==> src/rtl/run_ctrl.sv <==
// run_ctrl: sequences one simulation run: it holds the cores in reset, lets them run until
// all halt, drains, then reports completion. Define RUN_CTRL_WATCHDOG_EN to enable the TIMEOUT watchdog.
module run_ctrl #(
  parameter int NCORE = 1,
  parameter int CNT_W = 32,
  parameter int RST_CYC = 2,
  parameter int DRAIN_CYC = 1,
  parameter logic [CNT_W-1:0] TIMEOUT = 100000
) (
  input  logic             clk,
  input  logic             rst,
  input  logic             start,
  input  logic [NCORE-1:0] halt,
  output logic             core_rst,
  output logic             run,
  output logic [NCORE-1:0] halted_mask,
  output logic [CNT_W-1:0] cycles,
  output logic             exit,
  output logic             timeout,
  output logic [2:0]       state
);

  typedef enum logic [2:0] {
    IDLE  = 3'd0,
    RESET = 3'd1,
    RUN   = 3'd2,
    DRAIN = 3'd3,
    DONE  = 3'd4
  } state_t;

  localparam logic [7:0] RST_LAST   = 8'(RST_CYC - 1);
  localparam logic [7:0] DRAIN_LAST = 8'(DRAIN_CYC - 1);

  state_t     state_r;
  state_t     state_next;
  logic [7:0] sub_cnt;
  logic       accept;
  logic       active;
  logic       all_halted;
  logic       wd_hit;
  logic       wd_fire;

  assign active     = (state_r == RUN) || (state_r == DRAIN);
  assign all_halted = &(halted_mask | halt);

`ifdef RUN_CTRL_WATCHDOG_EN
  localparam logic [CNT_W-1:0] WD_LAST = TIMEOUT - CNT_W'(1);

  assign wd_hit = (cycles == WD_LAST);

  always_ff @(posedge clk or negedge rst) begin
    if (!rst) begin
      timeout <= 1'b0;
    end else if (accept) begin
      timeout <= 1'b0;
    end else if (wd_fire) begin
      timeout <= 1'b1;
    end
  end
`else
  assign wd_hit  = 1'b0;
  assign timeout = 1'b0;
`endif

  // A halt arriving on the watchdog cycle takes priority, so a run that just made it is not flagged.
  always_comb begin
    state_next = state_r;
    accept     = 1'b0;
    wd_fire    = 1'b0;
    case (state_r)
      IDLE, DONE: begin
        if (start) begin
          state_next = RESET;
          accept     = 1'b1;
        end
      end
      RESET: begin
        if (sub_cnt == RST_LAST) state_next = RUN;
      end
      RUN: begin
        if (all_halted) begin
          state_next = (DRAIN_CYC == 0) ? DONE : DRAIN;
        end else if (wd_hit) begin
          state_next = DONE;
          wd_fire    = 1'b1;
        end
      end
      DRAIN: begin
        if (wd_hit) begin
          state_next = DONE;
          wd_fire    = 1'b1;
        end else if (sub_cnt == DRAIN_LAST) begin
          state_next = DONE;
        end
      end
      default: state_next = IDLE;
    endcase
  end

  // The cycle count freezes on the watchdog cycle itself, leaving it at TIMEOUT-1.
  always_ff @(posedge clk or negedge rst) begin
    if (!rst) begin
      state_r     <= IDLE;
      sub_cnt     <= '0;
      cycles      <= '0;
      halted_mask <= '0;
    end else begin
      state_r <= state_next;
      if (accept) begin
        sub_cnt     <= '0;
        cycles      <= '0;
        halted_mask <= '0;
      end else begin
        if (state_next != state_r) begin
          sub_cnt <= '0;
        end else if ((state_r == RESET) || (state_r == DRAIN)) begin
          sub_cnt <= sub_cnt + 8'd1;
        end
        if (active) begin
          halted_mask <= halted_mask | halt;
          if (!wd_fire && (cycles != '1)) cycles <= cycles + CNT_W'(1);
        end
      end
    end
  end

  assign state    = state_r;
  assign core_rst = (state_r == RUN) || (state_r == DRAIN) || (state_r == DONE);
  assign run      = active;
  assign exit     = (state_r == DONE);

endmodule

==> config.mk <==
export PLATFORM = sky130hd
export DESIGN_NAME = run_ctrl
export DESIGN_NICKNAME = d
export VERILOG_FILES = /design/src/rtl/run_ctrl.sv
export SDC_FILE = /design/constraint.sdc
export NUM_CORES = 1
export LEC_CHECK = 0
export BUFFER_PORTS_ARGS = -buffer_cell sky130_fd_sc_hd__buf_2
export CORE_ASPECT_RATIO = 2
export CORE_UTILIZATION = 56
export CTS_BUF_LIST = sky130_fd_sc_hd__clkbuf_16
export CTS_CLUSTER_SIZE = 20
export DETAILED_ROUTE_END_ITERATION = 12
export PLACE_DENSITY = 0.82
export SYNTH_ARGS = -nofsm -noshare
export SYNTH_HDL_FRONTEND = slang
export SYNTH_SLANG_ARGS = --single-unit
==> constraint.sdc <==
create_clock -name clk -period 2.22 [get_ports clk]
set_input_delay 0.222 -clock clk [delete_from_list [all_inputs] [get_ports clk]]
set_output_delay 0.222 -clock clk [all_outputs]
set_load 0.05 [all_outputs]
==> flow_metrics.tcl <==
set metrics [dict create \
    finClkSkew_ns 0.00254 \
    combinational_family_with_the_most_area_after_synthesis "simple AND/OR/NAND/NOR gates" \
    place_worst_setup_slack_ns 0.102 \
    number_of_storage_elements_in_the_synthesis_netlist 44 \
    dp_hpwl_um 4870 \
    dominantRegCellSynth "dfrtp_1" \
    ys_async_sr_fraction_pct 100 \
    layout-area-overhead-vs-synth_pct 22.2 \
    synth.mux.area_fraction_pct 0.404 \
    core_region_area_sq_um 4170 \
    cts.sinks 44 \
    fin_ws_ns 0.106 \
    first_iter_violations 81 \
    die-area_sq_um 4710 \
    start_kind "flip-flop" \
    synth_area_leader_cell "dfrtp_1" \
    synth_warnings 0 \
    crit_arrival_ns 2.32 \
    max_clock_freq_mhz 473 \
    n_antenna_cell 0 \
    syn-mean-instance-area_sq_um 9.27 \
    worst_ep_required_time_ns 2.43 \
    h-tree-depth 2 \
    post-route-drc-count 0 \
    dr_pass1_iterations 4 \
    fin_area_sq_um 3030 \
    grt_overflow 0 \
    synth.top_cells.by_count "dfrtp_1, nor2_1, nand2_1" \
    synth_area_sq_um 2480 \
    vias_in_the_first_global_route 2336 \
    avgViaCountPerCell 6.18 \
    postRouteWirelength_um 6510 \
    critical_path.reg2reg.endpoint "cycles[0]$_DFFE_PN0P_" \
    critical_path_peak_fanout 7 \
    simple_gate_share_of_the_synthesized_area_pct 29.3 \
    numCtsBuffers 5 \
    num_rows 33 \
    routedWlPerCell_um 17.2 \
    clock_tree.root_cell "clkbuf_16" \
    post_dp_cell_area_sq_um 2870 \
    grt_start_max_net_pins 24 \
    synthesis.instances 267 \
    cts-root-to-sink-buffers 2 \
    slew_violations 0 \
    buffer_ports.inserted 42 \
    track_usage_pct 30.2 \
    timing.max_cap.violations 0 \
    final_net_count 333 \
    final_min_period_over_clock_period_pct 95.2 \
    synth_fa_ha_area_share_pct 2.02 \
    setup_viol_count_final 0 \
    post-synth-top-count-cell "dfrtp_1" \
    kind_of_critical_path "flip-flop to flip-flop" \
    totalNegativeSetupSlack_ns 0 \
    layout-drive-gt1-share_pct 25.8 \
    number_of_antenna_violations_at_the_first_check_in_global_routing 0 \
    layout_min_cycle_time_ns 2.11 \
    cell_area_power_density_nw_per_um2 914 \
    filler_cell_count 336 \
    hold_violations_final 0 \
    clk_pin_slew_ns 0.06 \
    synth_xor_area_share_pct 6.37 \
    place.detailed.instances 369 \
    chipWidth_um 49.0 \
    antenna_violating_nets_left 0 \
    postSynthNetCount 275 \
    boundaryPins 44 \
    leading_cell_types_by_total_area_after_synthesis "dfrtp_1, xnor2_1, nor2_1" \
    timing.hold.worst_endpoint "state[2]$_DFF_PN0_" \
    seq_area_frac_synth_pct 44.5 \
    whs_path_depth 2 \
    synth_compound_gate_area_share_pct 14.2 \
    maxSlewHeadroom_pct 55.8 \
    timing.reg2reg.setup_slack_ns 0.11 \
    synth_cell_type_count 47 \
    finish.cell_count_without_fillers 378 \
    setup.worst_path.end_class "flip-flop" \
    max-vdd-ir-drop_v 0.000738 \
    clock_latency_ns 0.28 \
    start_util_pct 59.4 \
    grt_pass1_wl_um 10700 \
    synth_top_area_share_pct 44.5 \
    floorplan.die.height_um 96.0 \
    setup_repair_after_global_routing_missed_its_margin "no" \
    holdCritPathClass "input port to flip-flop" \
    rr_startpoint "cycles[8]$_DFFE_PN0P_" \
    tot_pwr_mw 2.77 \
    worst-slew-pin-transition_ns 0.656 \
    cts_tree "built" \
    status "complete, no violations" \
    global_placement_routability_congestion 0.860 \
    detailroute.via_count 2336 \
    rr_worst_depth 5 \
    power_leakage_nw 1.45 \
    hold_path_startpoint "start" \
    synth-edff-count 0 \
]
==> layout make-up <==
type,instances,area [sq um],area share (%)
multi-input combinational,205,1310,43.1
sequential,44,1110,36.8
timing repair buffer,63,383,12.7
clock buffer,5,125,4.14
tap,52,65.1,2.15
inverter,6,22.5,0.744
clock inverter,3,11.3,0.372
==> per-stage QoR <==
step | utilization (%) | hold slack, ns
6_report | 72.5 | 0.199
5_1_grt | 72.5 | 0.198
4_1_cts | 72.4 | 0.198
3_5_place_dp | 68.9 | 0.221
3_3_place_gp | 68.9 | 0.220
2_1_floorplan | - | -0.0736
==> cells in the final DEF (no fill, tap or decap), types with 7 or more instances in the layout <==
cell type,Yosys,routed
buf_4,1,19
xnor2_1,13,13
dfrtp_2,0,10
o21ai_0,10,10
and4_1,7,7
nor2_1,25,25
nand2_1,23,23
or3_1,11,11
buf_2,3,42
and3_1,7,7
nand4_1,13,13
dfrtp_1,44,34
a21oi_1,18,18
inv_1,6,7
nand3_1,12,12
==> logic make-up (layout without fill, tap and decap cells) <==
logic type	count (synthesis)	in the layout
adder cells (fa/ha/maj)	4	4
XOR/XNOR	18	18
AND/OR/NAND/NOR	127	127
multiplexers	1	1
other	1	1
AO/OA/AOI/OAI	54	54
flip-flops	44	44
buffers and inverters	18	77
==> flip-flops by register name, indices dropped and copies added, names as in the netlist <==
register and count:
cycles 32, halted_mask 1, state 3, sub_cnt 8
==> critical path, cell delays in order (launching register included) <==
cell and delay [ns]:
dfrtp_2 0.43, nand4_4 0.16, or4_1 0.71, nor3_4 0.29
nand2b_1 0.25, mux2i_1 0.20
==> metal layers <==
layer | up-vias | track usage, % | routed length [um]
met5 | - | 0 | 0
met4 | 0 | 17.2 | 218
met3 | 18 | 4.27 | 247
met2 | 68 | 59.3 | 3720
met1 | 1149 | 29.2 | 2320
li1 | 1101 | - | -
==> report_power, final <==
group	switching, mW	internal, mW	total, mW
Sequential	0.101	0.880	0.981
Clock	0.282	0.405	0.686
Combinational	0.764	0.335	1.10
Total	1.15	1.62	2.77
==> how the worst max path moves through the flow <==
| stage | start | end | slack [ns] | depth (start not counted) |
|---|---|---|---|---|
| global placement | cycles[8]$_DFFE_PN0P_ | cycles[0]$_DFFE_PN0P_ | 0.23 | 5 |
| floorplan | cycles[13]$_DFFE_PN0P_ | cycles[0]$_DFFE_PN0P_ | 0.02 | 6 |
| global route | cycles[8]$_DFFE_PN0P_ | cycles[0]$_DFFE_PN0P_ | 0.0002 | 5 |
| finish | cycles[8]$_DFFE_PN0P_ | cycles[0]$_DFFE_PN0P_ | 0.11 | 5 |
| CTS | cycles[8]$_DFFE_PN0P_ | cycles[13]$_DFFE_PN0P_ | 0.08 | 5 |
| detailed placement | cycles[8]$_DFFE_PN0P_ | cycles[13]$_DFFE_PN0P_ | 0.10 | 5 |
==> repair_timing <==
item | 4_1_cts | 5_1_grt
setup endpoints to repair | 0 | 2
gates resized for setup | 0 | 1
buffers inserted | 0 | 0
endpoints found under the hold margin | 21 | 0
hold buffers | 1 | 0
No activity file was read; power rests on OpenSTA's default activity.
